## config.mk

```make
export PLATFORM = sky130hd
export DESIGN_NAME = axis_fraction_multiplier
export DESIGN_NICKNAME = d
export VERILOG_FILES = /design/src/rtl/axis_fraction_pkg.sv /design/src/rtl/fraction_shift_add_core.sv /design/src/rtl/axis_fraction_multiplier.sv
export SDC_FILE = /design/constraint.sdc
export NUM_CORES = 1
export LEC_CHECK = 0
export CAP_MARGIN = 20
export CORE_AREA = 8 8 129 250
export DETAILED_ROUTE_END_ITERATION = 16
export DIE_AREA = 0 0 137 258
export GPL_ROUTABILITY_DRIVEN = 0
export GPL_TIMING_DRIVEN = 0
export PLACE_DENSITY = 0.76
export SLEW_MARGIN = 5
export SYNTH_ARGS = -nofsm -noshare
export SYNTH_HDL_FRONTEND = slang
export SYNTH_HIERARCHICAL = 1
export SYNTH_SLANG_ARGS = --single-unit
```

## constraint.sdc

```tcl
create_clock -name aclk -period 3.7 [get_ports aclk]
set_input_delay 0.925 -clock aclk [delete_from_list [all_inputs] [get_ports aclk]]
set_output_delay 0.925 -clock aclk [all_outputs]
set_load 0.01 [all_outputs]
```

## src/rtl/axis_fraction_pkg.sv

```systemverilog
// Shared definitions for the fraction divider/multiplier family: width helpers,
// FSM state encoding and the bit order of the packed result tuser.
package axis_fraction_pkg;

  function automatic int msb(input int width);
    return (width > 0) ? width - 1 : 0;
  endfunction

  function automatic int min_width(input int x, input int y);
    return (x < y) ? x : y;
  endfunction

  function automatic int max_width(input int x, input int y);
    return (x > y) ? x : y;
  endfunction

  // AXI4-Stream tdata buses are whole bytes wide.
  function automatic int align8(input int width);
    return ((width + 7) / 8) * 8;
  endfunction

  typedef enum logic [1:0] {
    IDLE = 2'd0,
    MUL  = 2'd1,
    OUT  = 2'd2
  } state_t;

  // Result tuser is {b_user, a_user, inexact}, with inexact at the LSB.
  localparam int USER_INEXACT_POS = 0;

  function automatic int a_user_lsb(input int inexact_bits);
    return inexact_bits;
  endfunction

  function automatic int b_user_lsb(input int inexact_bits, input int a_user_bits);
    return inexact_bits + a_user_bits;
  endfunction

endpackage

```

## src/rtl/fraction_shift_add_core.sv

```systemverilog
// Serial shift-add datapath: consumes one bit of B per step and produces the
// rounded, fraction-dropped product plus an inexact flag on the final step.
module fraction_shift_add_core
  import axis_fraction_pkg::*;
#(
  parameter int A_WIDTH          = 48,
  parameter int B_WIDTH          = 32,
  parameter int FRACTIONAL_WIDTH = 16,
  parameter int ROUND_NEAREST    = 1,
  parameter int OUT_WIDTH        = A_WIDTH + B_WIDTH - FRACTIONAL_WIDTH
) (
  input  logic                 aclk,
  input  logic                 aresetn,
  input  logic                 load,
  input  logic                 step,
  input  logic [A_WIDTH-1:0]   a,
  input  logic [B_WIDTH-1:0]   b,
  output logic                 done,
  output logic [OUT_WIDTH-1:0] result,
  output logic                 inexact
);

  localparam int PW = A_WIDTH + B_WIDTH;
  localparam int RND_POS = (FRACTIONAL_WIDTH > 0) ? FRACTIONAL_WIDTH - 1 : 0;
  localparam logic [PW-1:0] RND =
    (ROUND_NEAREST != 0 && FRACTIONAL_WIDTH > 0) ? (PW'(1) << RND_POS) : '0;
  localparam logic [PW-1:0] FRAC_MASK = (PW'(1) << FRACTIONAL_WIDTH) - PW'(1);
  localparam logic [B_WIDTH-1:0] LAST_STEP = B_WIDTH'(B_WIDTH - 1);

  logic [A_WIDTH-1:0] a_q;
  logic [B_WIDTH-1:0] b_sr;
  logic [B_WIDTH-1:0] cnt;
  logic [PW-1:0]      acc;

  logic [A_WIDTH:0]   partial;
  logic [PW-1:0]      acc_next;
  logic [PW-1:0]      rounded;

  // The upper A bits accumulate partial sums; the lower B bits collect the
  // product LSBs as they shift out, so after B_WIDTH steps acc holds A*B.
  always_comb begin
    partial  = {1'b0, acc[PW-1:B_WIDTH]} + (b_sr[0] ? {1'b0, a_q} : '0);
    acc_next = PW'({partial, acc[B_WIDTH-1:0]} >> 1);
    rounded  = acc_next + RND;
    done     = step && (cnt == LAST_STEP);
  end

  // NOTE: sequential state uses non-blocking assignments so every register
  // samples the pre-edge values regardless of statement order.
  always_ff @(posedge aclk) begin
    if (!aresetn) begin
      a_q     <= '0;
      b_sr    <= '0;
      cnt     <= '0;
      acc     <= '0;
      result  <= '0;
      inexact <= 1'b0;
    end else if (load) begin
      a_q  <= a;
      b_sr <= b;
      cnt  <= '0;
      acc  <= '0;
    end else if (step) begin
      acc  <= acc_next;
      b_sr <= b_sr >> 1;
      cnt  <= cnt + B_WIDTH'(1);
      if (done) begin
        result  <= OUT_WIDTH'(rounded >> FRACTIONAL_WIDTH);
        inexact <= |(acc_next & FRAC_MASK);
      end
    end
  end

endmodule

```

## src/rtl/axis_fraction_multiplier.sv

```systemverilog
// AXI4-Stream fixed-point multiplier: (A*B) >> FRACTIONAL_WIDTH with optional
// round-to-nearest, one operation in flight, full output backpressure.
module axis_fraction_multiplier
  import axis_fraction_pkg::*;
#(
  parameter int A_WIDTH          = 48,
  parameter int B_WIDTH          = 32,
  parameter int FRACTIONAL_WIDTH = 16,
  parameter int A_USER_WIDTH     = 0,
  parameter int B_USER_WIDTH     = 0,
  parameter int ROUND_NEAREST    = 1,
  parameter int DETECT_INEXACT   = 1
) (
  input  logic aclk,
  input  logic aresetn,
  input  logic aclken,

  input  logic                                  s_axis_a_tvalid,
  output logic                                  s_axis_a_tready,
  input  logic [msb(align8(A_WIDTH)):0]         s_axis_a_tdata,
  input  logic [msb(max_width(A_USER_WIDTH, 1)):0] s_axis_a_tuser,

  input  logic                                  s_axis_b_tvalid,
  output logic                                  s_axis_b_tready,
  input  logic [msb(align8(B_WIDTH)):0]         s_axis_b_tdata,
  input  logic [msb(max_width(B_USER_WIDTH, 1)):0] s_axis_b_tuser,

  output logic                                  m_axis_dout_tvalid,
  input  logic                                  m_axis_dout_tready,
  output logic [msb(align8(A_WIDTH + B_WIDTH - FRACTIONAL_WIDTH)):0] m_axis_dout_tdata,
  output logic [msb(max_width(DETECT_INEXACT + A_USER_WIDTH + B_USER_WIDTH, 1)):0]
                                                m_axis_dout_tuser
);

  localparam int OUT_WIDTH  = A_WIDTH + B_WIDTH - FRACTIONAL_WIDTH;
  localparam int OUT_DATA_W = align8(OUT_WIDTH);
  localparam int DI         = (DETECT_INEXACT != 0) ? 1 : 0;
  localparam int AU_W       = max_width(A_USER_WIDTH, 1);
  localparam int BU_W       = max_width(B_USER_WIDTH, 1);

  state_t state, state_next;

  logic                 load;
  logic                 step;
  logic                 done;
  logic [OUT_WIDTH-1:0] result;
  logic                 inexact;
  logic [AU_W-1:0]      a_user_q;
  logic [BU_W-1:0]      b_user_q;

  // Padding bits of the byte-aligned buses and zero-width user ports carry nothing.
  logic unused_inputs;
  assign unused_inputs = ^{s_axis_a_tdata, s_axis_b_tdata,
                           s_axis_a_tuser, s_axis_b_tuser, inexact};

  // NOTE: the reset is synchronous and not qualified by aclken, so the block
  // always drops back to IDLE while aresetn is low.
  always_ff @(posedge aclk) begin
    if (!aresetn) begin
      state <= IDLE;
    end else if (aclken) begin
      state <= state_next;
    end
  end

  always_comb begin
    state_next         = state;
    s_axis_a_tready    = 1'b0;
    s_axis_b_tready    = 1'b0;
    m_axis_dout_tvalid = 1'b0;
    load               = 1'b0;
    step               = 1'b0;
    case (state)
      IDLE: begin
        // Each ready follows the other channel's valid: both operands or neither.
        s_axis_a_tready = s_axis_b_tvalid & aclken & aresetn;
        s_axis_b_tready = s_axis_a_tvalid & aclken & aresetn;
        load            = s_axis_a_tvalid & s_axis_b_tvalid & aclken & aresetn;
        if (load) state_next = MUL;
      end
      MUL: begin
        step = aclken;
        if (done) state_next = OUT;
      end
      OUT: begin
        m_axis_dout_tvalid = 1'b1;
        if (m_axis_dout_tready) state_next = IDLE;
      end
      default: state_next = IDLE;
    endcase
  end

  always_ff @(posedge aclk) begin
    if (!aresetn) begin
      a_user_q <= '0;
      b_user_q <= '0;
    end else if (load) begin
      a_user_q <= s_axis_a_tuser;
      b_user_q <= s_axis_b_tuser;
    end
  end

  fraction_shift_add_core #(
    .A_WIDTH         (A_WIDTH),
    .B_WIDTH         (B_WIDTH),
    .FRACTIONAL_WIDTH(FRACTIONAL_WIDTH),
    .ROUND_NEAREST   (ROUND_NEAREST),
    .OUT_WIDTH       (OUT_WIDTH)
  ) u_core (
    .aclk   (aclk),
    .aresetn(aresetn),
    .load   (load),
    .step   (step),
    .a      (s_axis_a_tdata[A_WIDTH-1:0]),
    .b      (s_axis_b_tdata[B_WIDTH-1:0]),
    .done   (done),
    .result (result),
    .inexact(inexact)
  );

  assign m_axis_dout_tdata = OUT_DATA_W'(result);

  always_comb begin
    m_axis_dout_tuser = '0;
    if (DI != 0) m_axis_dout_tuser[USER_INEXACT_POS] = inexact;
    for (int i = 0; i < A_USER_WIDTH; i++)
      m_axis_dout_tuser[a_user_lsb(DI) + i] = a_user_q[i];
    for (int i = 0; i < B_USER_WIDTH; i++)
      m_axis_dout_tuser[b_user_lsb(DI, A_USER_WIDTH) + i] = b_user_q[i];
  end

endmodule
```

==> impl_metrics.py <==
metrics = {
    "finish": {
        "finalInstanceArea_um2": 19500,
        "syn2layout_area_growth_pct": 32.2,
        "drive_gt1_share_pct": 17.6,
        "fin_util_pct": 67.7,
        "antenna_cells": 0,
        "nNetsFinal": 2160,
    },
    "global_routing": {
        "grt_pass1_vias": 14400,
        "grtUsageTotal_pct": 25.6,
        "overflow": 0,
        "grt_max_degree": 18,
        "antenna_found_initial": 0,
        "grt_pass1_wl_mm": 72.8,
    },
    "power_and_ir_drop": {
        "p_switching_mw": 1.32,
        "finalPower_mw": 5.77,
        "peakVddDrop_uv": 367,
        "p_sw_share_pct": 22.8,
        "powerDensity_nw_per_um2": 296,
        "p_int_mw": 4.45,
        "combPwrFrac_pct": 5.8,
        "pwr-share-seq_pct": 48.7,
        "p_clk_share_pct": 45.5,
        "p_leak_nw": 7.28,
    },
    "setup_path": {
        "start_kind": "flop",
        "required_ns": 4.13,
        "cp-end-kind": "flop",
        "reg2reg_slack_ns": -0.78,
        "cp_num_buf_inv": 5,
        "crit_end": "u_core/result[53]",
        "critPathTopFamily": "simple AND/OR/NAND/NOR gates",
        "cp_max_fo": 8,
        "critical_path_class": "flop to flop",
        "cpMostUsedCell": "buf_4",
        "critPathLaunch": "u_core/b_sr[0]",
        "reg2reg_depth": 18,
        "rr_startpoint": "u_core/b_sr[0]",
        "slowest_stage": "fa_2",
        "r2r-end": "u_core/result[53]",
        "crit_cells": 18,
        "arrival_ns": 4.91,
        "max_stage_delay_ns": 0.39,
        "crit_chain": "buf_8, buf_8, and2_4, ha_4, fa_2, a211oi_4, buf_4, o21ai_4, a211oi_4, buf_4, o221ai_4, xor2_2, nand4_2, nor3b_4, buf_4, nand4_1, or3_1, a311oi_1",
    },
    "placement": {
        "io_buffers": 153,
        "dp.final_hpwl_mm": 33.8,
        "dpl_cell_area_um2": 16800,
    },
    "logic_synthesis": {
        "yosysWarnings": 6,
        "syn-instance-count": 1762,
        "avgSynthCellArea_um2": 8.38,
        "synth_top_flop_cell": "dfxtp_1",
        "synth-seq-cells": 258,
        "synth_edf_count": 0,
        "yosysUniqueCellTypes": 91,
        "netlist_area_um2": 14800,
        "ys_async_sr_fraction_pct": 0,
        "syn_nets": 1901,
        "seq_area_frac_synth_pct": 35.0,
    },
    "routing": {
        "vias_per_cell": 6.10,
        "dr_total_vias": 14600,
        "wl_per_cell_um": 20.5,
        "drc_errors": 0,
        "drt_iter0_drc": 1148,
        "wl_mm": 49.1,
        "detail_route.first_pass.iterations": 6,
        "ant_nets": 0,
    },
    "clock_tree": {
        "htreeDepth": 1,
        "cts_tree": "yes",
        "cts_hold_buf": 0,
        "cts_buffers": 23,
        "path_clk_slew_ns": 0.07,
        "clkSinkCount": 258,
        "clock_latency_ns": 0.55,
        "cts_buffer_depth": 3,
        "clock-root-buffer": "clkbuf_16",
    },
    "sta": {
        "finalCriticalPeriod_ns": 4.48,
        "rsz0062_at_grt": "true",
        "maxSlewViolCount": 0,
        "worstMarginPinSlew_ns": 1.04,
        "final_hold_viol_count": 0,
        "setup_violations": 36,
        "whs_ns": 0.456,
        "finClkSkew_ns": 0.0127,
        "setup_slack_ns": -0.778,
        "slew-limit-headroom_pct": 30.5,
        "post-route-period-util_pct": 121,
        "timing.fmax_ghz": 0.223,
    },
    "floorplan": {
        "dieHeight_um": 258,
        "core-area_um2": 28800,
        "io_pins": 156,
        "die_w_um": 137,
        "start_util_pct": 51.2,
        "dieArea_um2": 35300,
        "num_rows": 88,
    },
    "outcome": {
        "outcome": "complete, but fails checks",
        "violations": "setup timing",
    },
    "worst_hold_path": {
        "hp-start": "u_core/result[0]",
        "min_path_type": "flop to flop",
    },
    "job": {
        "drv_cap": 0,
    },
}
-- sequential cells by signal, indices dropped and copies added (netlist names) --
signal and flops:
u_core/acc 79, u_core/inexact 1, u_core/cnt 32, u_core/a_q 48, state 2, u_core/b_sr 32
u_core/result 64
-- cell usage in the layout, fill, tap and decap left out, types with 6 or more instances in the layout --
cell,Yosys,final
o211ai_1,7,7
nor4_1,14,11
buf_4,4,65
o21ai_1,8,12
inv_1,16,16
xor2_1,69,50
clkdlybuf4s50_1,0,153
o21bai_1,6,6
a211oi_2,10,16
a21oi_2,4,16
a211oi_4,1,7
a21oi_1,128,113
o21ai_2,1,6
xor2_2,3,19
mux2i_1,147,147
nand2b_1,8,7
or3_1,14,12
clkbuf_2,2,10
ha_1,50,47
and4_1,8,8
and3_1,17,15
xnor2_1,45,25
xnor2_2,2,19
buf_1,11,10
and2_1,56,53
clkbuf_1,67,58
buf_6,5,24
o21ai_0,52,41
buf_2,11,10
nand2_1,110,103
nand3_1,42,35
nor3_1,25,19
nor4_4,4,11
a21o_1,17,17
nor2_1,333,327
dfxtp_1,258,257
clkbuf_16,0,23
nand4_1,41,41
a211oi_1,53,41
-- area by class of cell --
cell class / instances / area [um2]
plain buffers: 102 / 534
clock buffers: 26 / 587
clock inverters: 14 / 214
fillers: 2194 / 9320
inverters: 17 / 63.8
multi-input cells: 1383 / 10300
flip-flops and latches: 258 / 5170
well taps: 360 / 450
repair buffers: 236 / 2250
-- synth_stat cells (10+ instances only) --
cell | count | share of area [%]
a211oi_1 | 53 | 2.7
a211oi_2 | 10 | 0.85
a21o_1 | 17 | 0.86
a21oi_1 | 128 | 4.3
and2_1 | 56 | 2.4
and3_1 | 17 | 0.72
buf_1 | 11 | 0.28
buf_2 | 11 | 0.37
clkbuf_1 | 67 | 1.7
dfxtp_1 | 258 | 35
ha_1 | 50 | 4.2
inv_1 | 16 | 0.41
mux2i_1 | 147 | 10
nand2_1 | 110 | 2.8
nand3_1 | 42 | 1.4
nand4_1 | 41 | 1.7
nor2_1 | 333 | 8.5
nor3_1 | 25 | 0.85
nor4_1 | 14 | 0.59
o21ai_0 | 52 | 1.8
or3_1 | 14 | 0.59
xnor2_1 | 45 | 2.7
xor2_1 | 69 | 4.1
-- how the worst min path moves through the flow --
| stage | to | slack (ns) | cells past startpoint |
|---|---|---|---|
| 6_report | u_core/result[0] | 0.46 | 2 |
| 5_1_grt | u_core/result[22] | 0.49 | 2 |
| 4_1_cts | u_core/result[0] | 0.46 | 2 |
| 3_5_place_dp | u_core/result[0] | 0.45 | 2 |
| 3_3_place_gp | u_core/result[28] | 0.44 | 2 |
| 2_1_floorplan | u_core/a_q[47] | 0.45 | 2 |
-- per-layer routing --
metal | vias up | GRT usage [%] | share of wire, %
li1 | 6702 | - | -
met3 | 288 | 4.08 | 6.9
met4 | 0 | 18.2 | 8.3
met2 | 728 | 46.7 | 52
met5 | - | 0 | 0
met1 | 6891 | 25.4 | 33
-- tightest hold or removal path, delay by kind of cell, from the launching register on --
kind | cells | cell delay, ns
AO/OA/AOI/OAI | 1 | 0.05
flip-flops | 1 | 0.31
AND/OR/NAND/NOR | 1 | 0.05
-- through the flow --
| stage | TNS [ns] | cells | worst slack [ns] |
|---|---|---|---|
| 6_report | -17.38 | 2396 | -0.778 |
| 5_1_grt | -22.78 | 2396 | -0.927 |
| 4_1_cts | -12.68 | 2365 | -0.529 |
| 3_5_place_dp | -107.42 | 2275 | -1.30 |
| 3_3_place_gp | -108.99 | 2275 | -1.49 |
| 2_1_floorplan | -2.05 | 1762 | -0.274 |
-- kinds of logic (layout without fill, tap and decap cells) --
logic type	Yosys count	count (layout)	share of synthesized area, %
AOI/OAI and AO/OA	350	350	15.9
xor gates and xnor gates	119	119	7.31
adders and majority gates	51	51	4.37
buffers and inverters	121	395	3.79
DFF	258	258	35.0
muxes	148	148	10.0
and+or+nand+nor	715	715	23.6
-- repair_timing --
action | 4_1_cts | 5_1_grt
setup endpoints to repair | 74 | 67
gates cloned | 1 | 0
pin swaps | 68 | 91
setup buffers | 50 | 35
gates resized for setup | 113 | 128
-- power groups by stage --
stage          Clock [mW]  Sequential, mW  Combinational, mW
5_1_grt              2.77            2.81              0.356
2_1_floorplan           0            2.87              0.158
3_5_place_dp            0            2.88              0.314
4_1_cts              2.65            2.81              0.319
3_3_place_gp            0            2.88              0.309
6_report             2.63            2.81              0.334
No activity file was read; power rests on OpenSTA's default activity.
